### src/rtl/mano_seq_core.sv
// mano_seq_core: multi-cycle Mano-style accumulator machine with an
// internal word memory, a step-enabled fetch/decode/execute FSM and a
// side load/inspect port that is usable while the core sits in HALT.
// Optional build macro: MANO_INDIRECT_EN enables I-bit indirection.
// Ports:
//   clk, rst_n         clock, async active-low reset
//   step_en            advance the FSM one state on this edge
//   start              leave HALT and fetch at current PC
//   ld_we/ld_addr/ld_data  memory load port (HALT only)
//   rd_data            mem[ld_addr], combinational
//   acc, e_flag, pc    architectural state
//   state, halted      FSM encoding and HALT indicator
module mano_seq_core #(
  parameter int DATA_W = 8,
  parameter int ADDR_W = 4
) (
  input  logic              clk,
  input  logic              rst_n,
  input  logic              step_en,
  input  logic              start,
  input  logic              ld_we,
  input  logic [ADDR_W-1:0] ld_addr,
  input  logic [DATA_W-1:0] ld_data,
  output logic [DATA_W-1:0] rd_data,
  output logic [DATA_W-1:0] acc,
  output logic              e_flag,
  output logic [ADDR_W-1:0] pc,
  output logic [2:0]        state,
  output logic              halted
);

  typedef enum logic [2:0] {
    S_F0   = 3'd0,
    S_F1   = 3'd1,
    S_DEC  = 3'd2,
    S_IND0 = 3'd3,
    S_IND1 = 3'd4,
    S_EX0  = 3'd5,
    S_EX1  = 3'd6,
    S_HALT = 3'd7
  } state_e;

  localparam logic [2:0] OP_LDA = 3'd0;
  localparam logic [2:0] OP_ADD = 3'd1;
  localparam logic [2:0] OP_AND = 3'd2;
  localparam logic [2:0] OP_STA = 3'd3;
  localparam logic [2:0] OP_JMP = 3'd4;
  localparam logic [2:0] OP_CLA = 3'd5;
  localparam logic [2:0] OP_INC = 3'd6;
  localparam logic [2:0] OP_HLT = 3'd7;

  state_e              state_q, state_d;
  logic [ADDR_W-1:0]   pc_q, pc_d;
  logic [ADDR_W-1:0]   mar_q, mar_d;
  logic [DATA_W-1:0]   mbr_q, mbr_d;
  // Only the opcode field of IR is ever consulted after DEC.
  logic [2:0]          ir_q, ir_d;
  logic [DATA_W-1:0]   ac_q, ac_d;
  logic                e_q, e_d;

  logic [DATA_W-1:0]   mem_q [2**ADDR_W];
  logic [DATA_W-1:0]   mem_rd;
  logic                adv;
  logic                sta_wr;
  logic                ld_wr;

  assign mem_rd  = mem_q[mar_q];
  assign rd_data = mem_q[ld_addr];
  assign acc     = ac_q;
  assign e_flag  = e_q;
  assign pc      = pc_q;
  assign state   = state_q;
  assign halted  = (state_q == S_HALT);

  assign adv    = step_en && (state_q != S_HALT);
  assign ld_wr  = ld_we && (state_q == S_HALT);
  assign sta_wr = rst_n && adv && (state_q == S_EX0)
               && (ir_q == OP_STA);

  always_ff @(posedge clk or negedge rst_n) begin
    if (!rst_n) begin
      state_q <= S_HALT;
      pc_q    <= '0;
      mar_q   <= '0;
      mbr_q   <= '0;
      ir_q    <= '0;
      ac_q    <= '0;
      e_q     <= 1'b0;
    end else begin
      state_q <= state_d;
      pc_q    <= pc_d;
      mar_q   <= mar_d;
      mbr_q   <= mbr_d;
      ir_q    <= ir_d;
      ac_q    <= ac_d;
      e_q     <= e_d;
    end
  end

  // Memory is deliberately not reset; the two write sources are
  // mutually exclusive because one needs HALT and the other EX0.
  always_ff @(posedge clk) begin
    if (ld_wr)
      mem_q[ld_addr] <= ld_data;
    else if (sta_wr)
      mem_q[mar_q] <= ac_q;
  end

  always_comb begin
    state_d = state_q;
    if (state_q == S_HALT) begin
      if (start) state_d = S_F0;
    end else if (step_en) begin
      unique case (state_q)
        S_F0:   state_d = S_F1;
        S_F1:   state_d = S_DEC;
`ifdef MANO_INDIRECT_EN
        S_DEC:  state_d = mbr_q[DATA_W-1] ? S_IND0 : S_EX0;
`else
        S_DEC:  state_d = S_EX0;
`endif
        S_IND0: state_d = S_IND1;
        S_IND1: state_d = S_EX0;
        S_EX0: begin
          unique case (ir_q)
            OP_LDA, OP_ADD, OP_AND: state_d = S_EX1;
            OP_HLT:                 state_d = S_HALT;
            default:                state_d = S_F0;
          endcase
        end
        S_EX1:  state_d = S_F0;
        default: state_d = S_HALT;
      endcase
    end
  end

  always_comb begin
    pc_d  = pc_q;
    mar_d = mar_q;
    mbr_d = mbr_q;
    ir_d  = ir_q;
    ac_d  = ac_q;
    e_d   = e_q;
    if (adv) begin
      unique case (state_q)
        S_F0: mar_d = pc_q;
        S_F1: begin
          mbr_d = mem_rd;
          pc_d  = pc_q + ADDR_W'(1);
        end
        S_DEC: begin
          ir_d  = mbr_q[DATA_W-2 -: 3];
          mar_d = mbr_q[ADDR_W-1:0];
        end
        S_IND0: mbr_d = mem_rd;
        S_IND1: mar_d = mbr_q[ADDR_W-1:0];
        S_EX0: begin
          unique case (ir_q)
            OP_LDA, OP_ADD, OP_AND: mbr_d = mem_rd;
            OP_JMP: pc_d = mar_q;
            OP_CLA: ac_d = '0;
            OP_INC: {e_d, ac_d} = {1'b0, ac_q}
                                + (DATA_W+1)'(1);
            default: ;
          endcase
        end
        S_EX1: begin
          unique case (ir_q)
            OP_LDA: ac_d = mbr_q;
            OP_ADD: {e_d, ac_d} = {1'b0, ac_q}
                                + {1'b0, mbr_q};
            OP_AND: ac_d = ac_q & mbr_q;
            default: ;
          endcase
        end
        default: ;
      endcase
    end
  end

endmodule
### config.mk
export PLATFORM = sky130hd
export DESIGN_NAME = mano_seq_core
export DESIGN_NICKNAME = d
export VERILOG_FILES = /design/src/rtl/mano_seq_core.sv
export SDC_FILE = /design/constraint.sdc
export NUM_CORES = 1
export LEC_CHECK = 0
export ABC_AREA = 1
export CAP_MARGIN = 10
export CORE_AREA = 2 2 142 144
export CTS_BUF_LIST = sky130_fd_sc_hd__clkbuf_4 sky130_fd_sc_hd__clkbuf_8
export DETAILED_ROUTE_END_ITERATION = 8
export DIE_AREA = 0 0 144 146
export GPL_TIMING_DRIVEN = 0
export SYNTH_ARGS = -nofsm -noshare
export SYNTH_HDL_FRONTEND = slang
export SYNTH_SLANG_ARGS = --single-unit
### constraint.sdc
create_clock -name clk -period 2.97 [get_ports clk]
set_input_delay 0.4455 -clock clk [delete_from_list [all_inputs] [get_ports clk]]
set_output_delay 0.4455 -clock clk [all_outputs]
set_load 0.005 [all_outputs]
== Word-level counts from Yosys, hierarchy flattened ==
Memories as Yosys holds them, arrays and structs flattened.
Index checks and enable logic that the tools add are counted.

* $mul: 0
* Div/mod/pow operators: 0
* Add/sub/neg operators: 3
* Bitwise logic cells: 1
* Multiplexer cells: 24
* Equal/unequal tests: 22
* Shifts and indexed selects: 0
* Reductions and logical operators: 23
* Magnitude comparators: 0

{| class="wikitable"
|+ Operators by type and width
! cell !! number
|-
| $pmux W8 S2 || 3
|-
| $eq A3 B3 Y1 const B || 8
|-
| $pmux W8 S3 || 1
|-
| $pmux W3 S6 || 1
|-
| $mux W8 || 2
|-
| $pmux W4 S2 || 2
|-
| $eq A3 B2 Y1 const B || 4
|-
| $reduce_bool A2 Y1 || 5
|-
| $add A8 B1 Y9 const B || 1
|-
| $add A8 B8 Y9 || 1
|-
| $mux W3 || 3
|-
| $and A8 B8 Y8 || 1
|-
| $mux W1 || 8
|-
| $mux W4 || 2
|-
| $reduce_and A4 Y1 || 2
|-
| $reduce_or A8 Y1 || 1
|-
| $eq A3 B1 Y1 const B || 2
|-
| $logic_not A3 Y1 || 2
|-
| $ne A2 B1 Y1 const B || 3
|-
| $pmux W3 S2 || 1
|-
| $reduce_and A2 Y1 || 3
|-
| $reduce_and A3 Y1 || 2
|-
| $logic_and A1 B1 Y1 || 5
|-
| $add A4 B1 Y4 const B || 1
|-
| 7 further kinds || 9
|}

* Word-level logic and storage cells: 81
* RAM bits: 128
* Memories: 1
* Latch bits: 0
* Input port bits: 17
* Memory bits (read-only): 0
* Register bits after elaboration: 31
* Output and inout port bits: 25

{| class="wikitable"
|+ Memories
! memory !! depth !! bits a word !! read ports !! clocked after Yosys merged registers in !! wr ports !! RTL line !! RTL
|-
| mem_q || 16 || 8 || 2 || 0 || 1 || 61 || <nowiki>logic [DATA_W-1:0] mem_q [2**ADDR_W];</nowiki>
|}

== Logic depth before layout (Yosys ltp) ==
Gate-level depths: netlist of run 1.

* Depth after elaboration: 10
* Gate-level depth with buffers: 10
* Gate-level depth less buffers: 10

== Worst setup path before layout of run 1 ==
Ideal clock, no wire load.

* Path type: reg-to-reg
* Start point: reg state_q[0] (netlist: state[0])
* End point: mem mem_q[0][0], data pin
* Setup time: 330 ps
* Buffers on the path: 2
* Period minus slack after synthesis: 2456 ps
* Setup slack: 514 ps
* Data required time: 2640 ps
* Stages on the path, launching flop included: 9
* Arrival: 2126 ps
* Cells stage by stage: dfstp_2 -> inv_2 -> nor2_2 -> nand2_2 -> nor2_4 -> nand4_4 -> clkbuf_8 -> buf_2 -> o21ai_0

* Word-level cells in the longest chain between the ends: 10
* Elaborated cells between the ends (all ways): 13
* Those cells by class: eq/ne (3); mux (4); reduce/logical (6)

{| class="wikitable"
|+ Ends and longest elaborated chain
! element !! RTL line !! RTL
|-
| from (decl) || 52 || <nowiki>state_e state_q, state_d;</nowiki>
|-
| from (signal assigned) || 90 || <nowiki>state_q <= state_d;</nowiki>
|-
| $ne A3 B3 Y1 || 75 || <nowiki>assign adv = step_en && (state_q != S_HALT);</nowiki>
|-
| $logic_and A1 B1 Y1 || 75 ||
|-
| $logic_and A1 B1 Y1 (2 in series) || 77 || <nowiki>assign sta_wr = rst_n && adv && (state_q == S_EX0)</nowiki>
|-
| $logic_and A1 B1 Y1 || 78 || <nowiki>&& (ir_q == OP_STA);</nowiki>
|-
| $mux W1 || 105 || <nowiki>else if (sta_wr)</nowiki>
|-
| $mux W1 (*) || 103 || <nowiki>if (ld_wr)</nowiki>
|-
| $mux W1 (not written as such) (*) || 106 || <nowiki>mem_q[mar_q] <= ac_q;</nowiki>
|-
| $reduce_or A8 Y1 (no line) (*) || - ||
|-
| $mux W8 (no line) (*) || - ||
|-
| to (decl) || 61 ||
|}

Mark *: on every way between the ends. The rest lies on a longest branch, timed or not.

== Final worst setup path of run 1 ==
* Start point: reg state_q[0] (netlist: state[0])
* End point: mem mem_q[14][6], enable pin

* Word-level cells in the longest chain between the ends: 10
* Elaborated cells between the ends (all ways): 16
* Those cells by class: eq/ne (3); mux (7); reduce/logical (6)

{| class="wikitable"
|+ Ends and longest elaborated chain
! element !! RTL line
|-
| $ne A3 B3 Y1 || 75
|-
| $logic_and A1 B1 Y1 || 75
|-
| $logic_and A1 B1 Y1 (2 in series) || 77
|-
| $logic_and A1 B1 Y1 || 78
|-
| $mux W1 || 105
|-
| $mux W1 || 103
|-
| $mux W1 (not written as such) || 106
|-
| $reduce_or A8 Y1 (no line) || -
|-
| $mux W4 (no line) or $mux W1 (tied branches) || -
|}

Parallel ways exist; a longest one is shown, timed or not.

==> metrics list, run 1 <==
- The flow ran to the end, and the final reports show no timing, DRC or antenna violations.
- Number of antenna violations at the first check in global routing: 0
- DRC viols: 0
* Peak supply drop: 0.371 mV
- Dividing the detail-routed via count by the number of cells gives ~5.9.
- In this run, synthesis inferred ~130 flip-flops with an integrated enable.
* Final wirelength: about 30 mm
* Adder and majority cell fraction of the synthesized area: under 10%
- In the final design database the tool counted approximately 1100 nets.
- The worst setup path is launched from a register.
* Arrival time reported for the critical path endpoint: a little over 3 ns
* Net Sw Power: 3.65 mW
* Core occupancy in the finished layout: between 50% and 60%
- The slowest stage of the critical path is the nor2_1 cell.
- After technology mapping, the gate count stands at about 1000.
* Global placement routability congestion: 1.03
* Largest net degree at the start of global routing: 33
- Clock tree synthesis found a total of approximately 160 sinks.
- Measured against its own limit, the worst slew margin works out to between 30% and 40%.
* Number of endpoints with negative hold slack in the final report: 0
- Portion of netlist area occupied by mux cells: less than 1%
- Core Box Area: ~19000 µm²
- Mean instance size in the synthesized netlist: 8.81 µm²
* Routed via count: 7800
* Power density normalized to cell area: ~840 nW/µm²
- Nets in the synthesized netlist: about 1000
- Of the available clock period, the critical path in the final layout requires 100%.
* Biggest area contributors in the synthesized netlist: edfxtp_1 45%, o21ai_0 8.8%, dfrtp_1 8.1%
* Clock buffer count from CTS: 17
- The longest clock path from root to sink contains 2 buffers.
* Delay contributed by the slowest stage of the critical path: roughly 0.75 ns
- Critical path capture point type: register
- Post-route worst hold slack: between 0.03 and 0.04 ns
* CP Max Fanout: 10
* Unrepaired setup endpoints after global routing: yes
- The largest total area in the synthesized netlist belongs to edfxtp_1.
- Post-synthesis share of cell area spent on xor and xnor gates: 0.305%
* Flops & latches, synth: 159
- The via count of the first global-routing pass came to 7233.
* Die width: about 140 µm
* Clock group share of total power: about a fifth
- For the worst setup path, the data required time is 3.06 ns.
- Switching Fraction: between 40% and 50%
- Die Height: between 100 and 150 µm
* Total of warnings raised by yosys: 0
- For this run, the register share of the synthesized area comes to 53.6%.
- The tool flagged a number of max-cap violations equal to 0.
- The signal on the critical path passes through inv_2 -> nor2_2 -> nand2_2 -> nor2_4 -> nand4_4 -> clkbuf_8 -> o21ai_2 -> nand3_2 -> nor2_1.
- Input and output buffers added on the ports amount to 39.
- The number of hold buffers added after CTS was 0.
- Post-CTS clock slew at the launch and capture registers of the worst setup and hold paths: 0.09 ns
* Period minus WS final: slightly below 3 ns
* Sequential cell fraction of total power: ~35%
- The internal portion of the total power is 4.60 mW.
* Starting DRT DRC Count: about 1200
* Final count of pins violating max slew: 0
- Synth Flop Type: edfxtp_1
- During I/O placement, the number of pins put on the boundary was 42.
- Static power due to leakage: ~3.8 nW
* CTS H-tree lvls: 4
- Number of diodes added for antenna fixing: 0
- Average wire per cell in the routed design: about 23 µm
- Based on the critical path, the design can be clocked at up to approximately 340 MHz.
- In this run the worst hold path is classified as input port to async pin.
- Global routing used between 20% and 30% of the available tracks.
- The count of nets left with antenna violations once routing finished came out at 0.
* Clock tree from TritonCTS: done
- The critical path is of the register to register type.
* Number of detailed-routing iterations run before antenna repair: 6
- Insertion delay of the later-clocked pin in the worst-skew pair: ~0.48 ns
- Once the clock tree was built, the setup fixing pass inserted 0 buffers.
- Worst clock skew: between 0.015 and 0.02 ns
- The initial utilization of the core area, before any placement, comes to 44.6%.
- Setup violations remaining at the end of the flow were counted as 0.
- Main combinational cell family by area after synthesis: compound AO/OA/AOI/OAI gates
* Clock tree root driver cell: clkbuf_8
* Synth Area in Compound Gates: a little over a fifth
* Fraction of the mapped netlist area in simple logic gates: 14.4%
- First-pass GRT wire length: 45.0 mm
* Layout-stage area growth over the synthesis result: 14.4%
- Die ar.: ~21000 µm²
- After synthesis, the share of flip-flops with an asynchronous set or reset is between 15 and 20%.
- Fraction of final layout cells sized beyond drive strength 1: between 8 and 9%
- Cell area after synthesis: 8620 µm²
- Logic pwr share: between 40 and 50%
- Post-synthesis cell type count: 39
- Summed over its instances, the top area cell type makes up roughly 45% of the synthesized netlist area.
* Worst-Margin Slew: 0.944 ns
- In this run the core area contains 51 standard-cell rows.
- Post-DP HPWL: approximately 22 mm
- # fillers: 1823
- After global routing the overflow that remains totals 0.
[cell usage after synthesis, types with 6 or more instances]
library cell and n:
edfxtp_1 128, inv_1 118, nand3_1 69, o21ai_0 151, nand2_1 159, nand4_1 6
o22ai_1 8, clkbuf_1 39, nor2_1 47, a21oi_1 116, ha_1 10, o221ai_1 14
o211ai_1 34, buf_2 11, dfrtp_1 28
[power groups by stage]
stage | sequential [mW] | combinational, mW | clock, mW
after global routing | 2.96 | 3.95 | 1.79
after global placement | 2.97 | 3.47 | 0
after CTS | 2.91 | 3.50 | 1.71
final | 2.92 | 3.64 | 1.69
after detailed placement | 2.96 | 3.48 | 0
after floorplan | 2.88 | 2.22 | 0
[sequential cells by signal (all words and copies together) (netlist names)]
register	cells
mem_q	128
acc	8
mbr_q	8
mar_q	4
pc	4
ir_q	3
state	3
e_flag	1
[area by class of cell]
cell class | instances | area [µm²] | share of cell area [%]
Sequential cell | 159 | 4620 | 46.9
Multi-Input combinational cell | 642 | 3350 | 34.0
Inverter | 121 | 454 | 4.61
Timing Repair Buffer | 43 | 419 | 4.25
Tap cell | 265 | 332 | 3.36
Buffer | 56 | 267 | 2.70
Clock buffer | 17 | 234 | 2.37
Clock inverter | 15 | 176 | 1.79
[logic make-up after synthesis]
group	Yosys count
AO/OA/AOI/OAI	336
XOR/XNOR	3
adder cells (fa/ha/maj)	11
buffers and inverters	177
flip-flops	159
multiplexers	2
AND/OR/NAND/NOR	290
[cell usage in the layout (no fill, tap or decap), types with 2 or more instances in the layout]
cell             count
nand2_1            159
clkdlybuf4s50_1     38
o2111ai_1            2
clkbuf_4             4
dfrtp_1             28
nand3_1             69
xnor2_1              2
clkinv_1             4
buf_1                2
nand3_2              2
o21ai_1              6
a21oi_1            116
clkinv_4             4
inv_6                2
ha_1                10
clkbuf_2            13
o21ai_2              2
inv_8                5
edfxtp_1           128
o21ai_4              3
buf_4                3
nand2_2              2
o22ai_1              8
mux2_2               2
o21ai_0            143
inv_1              118
o221ai_1            13
buf_2               13
nor2_1              40
clkbuf_8            18
bufinv_16            2
dfstp_2              3
nor2_2               8
clkbuf_1            24
nand4_1              6
a22oi_1              4
o211ai_1            34
[routing by layer]
metal | wire [µm] | up-vias | track usage (%)
li1 | - | 3568 | -
met4 | 1070 | 0 | 10.7
met3 | 3790 | 76 | 8.65
met1 | 12900 | 3617 | 44.3
met2 | 12300 | 539 | 39.8
met5 | 0 | - | 0
[critical path: cells and delay by family, from the launching register on]
family | cells | cell delay (ns)
simple gates | 6 | 1.48
flops | 1 | 0.61
buf+inv | 2 | 0.31
compound gates | 1 | 0.17
[per-stage QoR]
stage | power (mW) | setup WS, ns | TNS (ns) | instances | cell area, µm²
finish | 8.25 | 0.00118 | 0 | 1318 | 9860
global route | 8.70 | -0.179 | -8.01 | 1318 | 9860
detailed placement | 6.44 | -0.319 | -12.78 | 1286 | 9380
floorplan | 5.09 | 0.514 | 0 | 978 | 8620
global placement | 6.43 | -2.34 | -354.97 | 1282 | 9340
CTS | 8.12 | 0.0176 | 0 | 1318 | 9800
[repair_timing]
action                                  CTS  global route
endpoints found under the hold margin     0             0
resized for setup                        14            28
endpoints found under the setup margin   16           135
[path summary, 6_finish.rpt]
kind | startpoint | end | slack [ns] | cells after the start
setup / recovery | state[0] | mem_q[14][6] | 0.001 | 9
hold / removal | rst_n | pc[1] | 0.03 | 1
setup reg to reg | state[0] | mem_q[14][6] | 0.001 | 9
hold reg to reg | e_flag | e_flag | 0.51 | 2
max in group asynchronous | rst_n | mbr_q[1] | 2.46 | 1
min in group clk | e_flag | e_flag | 0.51 | 2
No activity file was read; power rests on OpenSTA's default activity.
==> inputs of run 2 (changes only) <==
CORE_AREA = 2 2 150 152   (was 2 2 142 144)
DIE_AREA = 0 0 152 154   (was 0 0 144 146)
SETUP_SLACK_MARGIN = 0.5   (was unset)
==> metrics list, run 2 (synthesized netlist as in run 1, its figures left out) <==
* Status: complete, no violations
* Number of diodes added for antenna fixing: 0 (unchanged)
- Clock group share of total power: 19.4% (-1.1 points)
- The relative contribution of sequential cells to total power came to 35.2% (-0.2 points).
* Worst reg2reg path endpoint: mem_q[11][5]
* Layout-stage area growth over the synthesis result: 21.4%
- The total vias in the final route was 7939 (+1.8%).
- Post-DP HPWL: 22.2 mm (+1.4%)
- Largest net degree at the start of global routing: 33 (unchanged)
* Initial standard-cell utilization of the core: 39.7% (-4.8 points)
* Power Internal: 4.56 mW (-0.72%)
* Core Box Area: 21700 µm² (+12%)
- Placement row count: 54 (+5.9%)
* Overall power of the completed layout: 8.26 mW (+0.12%)
- The area of the die is 23400 µm² (+11%).
* Relative max-transition margin: 49.3% (+12 points)
* Post-route worst hold slack: 0.0338 ns (+0.000309 ns)
- The number of H-tree levels was 4 (unchanged).
* Vias in the first global route: 7431 (+2.7%)
* Final instance area: 10500 µm² (+6.1%)
- CP Max Fanout: 10 (unchanged)
- Die width: 152 µm (+5.6%)
- The DRC violation count after routing was 0 (unchanged).
- Remaining number of nets flagged by the antenna check after routing: 0 (unchanged)
- FF-to-FF path depth: 11 (+2)
- Via/cell ratio: 5.84 (-1.3%)
* Hold-fix buffers, CTS: 0 (unchanged)
* Total cell area at the placement stage: 9430 µm² (+0.52%)
- The static leakage is 4.07 nW (+5.9%).
- The detailed router's first-iteration violation count was 1304 (+7.9%).
* Origin of the critical flop-to-flop path: state[0]
- The worst setup path is launched from an input port.
- Number of max-cap violations: 0 (unchanged)
- Number of endpoints with negative hold slack in the final report: 0 (unchanged)
- The worst clock skew is 0.0114 ns (-0.00550 ns).
- Number of antenna violations at the first check in global routing: 0 (unchanged)
- First-pass GRT wire length: 46.1 mm (+2.5%)
- Finish-stage setup viols: 0 (unchanged)
- The buffer depth of the longest clock path came to 2 (unchanged).
- Fraction of final layout cells sized beyond drive strength 1: 13.6% (+5.0 points)
* Global placement routability congestion: 1.07 (+4.0%)
- Required arrival time at the worst endpoint: 2.52 ns (-0.54 ns)
- The transition time at the pin with the least slew margin was 0.756 ns (-0.188 ns).
- Most frequent standard cell in the layout excluding fill and tap cells: nand2_1
* Clock tree root driver cell: clkbuf_8
- Ranked by flip-flop count, first place goes to mem_q.
- The net count of the finished layout came to 1094 (+2.4%).
- Arrival time reported for the critical path endpoint: 1.98 ns (-1.08 ns)
- Die Height: 154 µm (+5.5%)
- The number of port buffers came to 39 (unchanged).
- Peak supply drop: 0.399 mV (+7.4%)
* Unrepaired setup endpoints after global routing: yes
- The flip-flop count of the largest register, all copies and words added was 128 (unchanged).
* Final wirelength: 31.1 mm (+3.6%)
* Most used cells in the layout excluding fill and tap cells: 154 x nand2_1, 132 x o21ai_0, 128 x edfxtp_1
- Final count of pins violating max slew: 0 (unchanged)
- Critical path start-end classification: input port to output port
* Number of top-level pins: 42 (unchanged)
* Overall Global Routing Usage: 26.4% (-3.0 points)
- The post-route worst setup slack came to 0.541 ns (+0.540 ns).
* Number of detailed-routing iterations run before antenna repair: 8 (+2)
- Power density normalized to cell area: 789 nW/µm² (-5.6%)
- Class of the most critical hold timing path: input port to async pin
- The clock-pin transition on the worst setup and hold timing paths is 0.09 ns (about the same).
- Highest achievable clock rate: 412 MHz (+22%)
* Logic pwr share: 45.3% (+1.2 points)
- Reg-to-reg slack, setup: 0.55 ns (+0.55 ns)
* Net Sw Power: 3.69 mW (+1.2%)
- Sink count of the clock tree: 159 (unchanged)
* Clock tree from TritonCTS: done
- The share of total power consumed by net switching is 44.7% (+0.47 points).
- Final worst path period share: 81.8% (-18 points)
- The insertion delay to the later sink of the worst-skew pair is 0.48 ns (about the same).
- Average wire per cell in the routed design: 22.9 µm (+0.49%)
* Post-placement setup slack: -0.326 ns (-0.00688 ns)
- Period minus WS final: 2.43 ns (-0.540 ns)
* Residual overflow from global routing: 0 (unchanged)
- Critical path capture point type: output port
- Clock buffer count from CTS: 17 (unchanged)
## run 2: cell count changes in the layout (fill, tap and decap cells not counted), sizes merged, moves of 2 or more
| cell | change |
|---|---|
| buf | +27 |
| dlygate4sd2 | +7 |
| clkinvlp | +2 |
| clkdlybuf4s50 | -9 |
## run 2: power by group through the flow
stage | Combinational (mW) | Sequential, mW | Clock [mW]
finish | 3.74 | 2.91 | 1.60
global route | 4.06 | 2.94 | 1.71
global placement | 3.45 | 2.96 | 0
floorplan | 2.22 | 2.88 | 0
detailed placement | 3.47 | 2.96 | 0
CTS | 3.55 | 2.90 | 1.62
## run 2: through the flow
step	util [%]	setup TNS, ns	std cells
5_1_grt	48.2	0	1359
2_1_floorplan	-	0	978
3_3_place_gp	43.2	-367.10	1297
4_1_cts	47.7	0	1352
3_5_place_dp	43.5	-15.31	1302
6_report	48.2	0	1359
## run 2: metal layers
| layer | routed length (µm) | global-route usage, % |
|---|---|---|
| met5 | 0 | 0 |
| met4 | 1260 | 9.84 |
| met3 | 3690 | 7.10 |
| met2 | 13100 | 38.3 |
| met1 | 13000 | 38.0 |
## run 2: timing repair
item	in CTS	in global routing
endpoints found under the setup margin	179	242
pin swaps	21	10
setup buffers	18	7
gates resized for setup	104	20
## run 2: final cells by class
cell class | instances | area [µm²]
multi-input combinational | 642 | 3560
clock inverter | 15 | 151
clock buffer | 17 | 234
tap | 280 | 350
fill | 2038 | 11200
buffer | 56 | 333
inverter | 121 | 454
timing repair buffer | 69 | 756
sequential | 159 | 4620
## run 2: worst max-delay path by stage
stage | from | slack (ns) | cells past startpoint | endpoint
finish | ld_addr[0] | 0.54 | 10 | rd_data[7]
global route | state[0] | 0.45 | 11 | mem_q[13][6]
CTS | ld_addr[0] | 0.33 | 8 | rd_data[5]
detailed placement | ld_addr[1] | -0.33 | 7 | rd_data[5]
global placement | rst_n | -2.51 | 5 | mem_q[2][2]
floorplan | state[0] | 0.51 | 8 | mem_q[0][0]
## run 2: worst max-delay path, cell delays in order
cell,delay (ns)
clkbuf_4,0.16
buf_6,0.15
buf_4,0.12
clkbuf_8,0.17
a21oi_1,0.07
o21ai_0,0.07
nand2_1,0.15
o221ai_2,0.27
nand2_1,0.09
dlygate4sd2_1,0.27
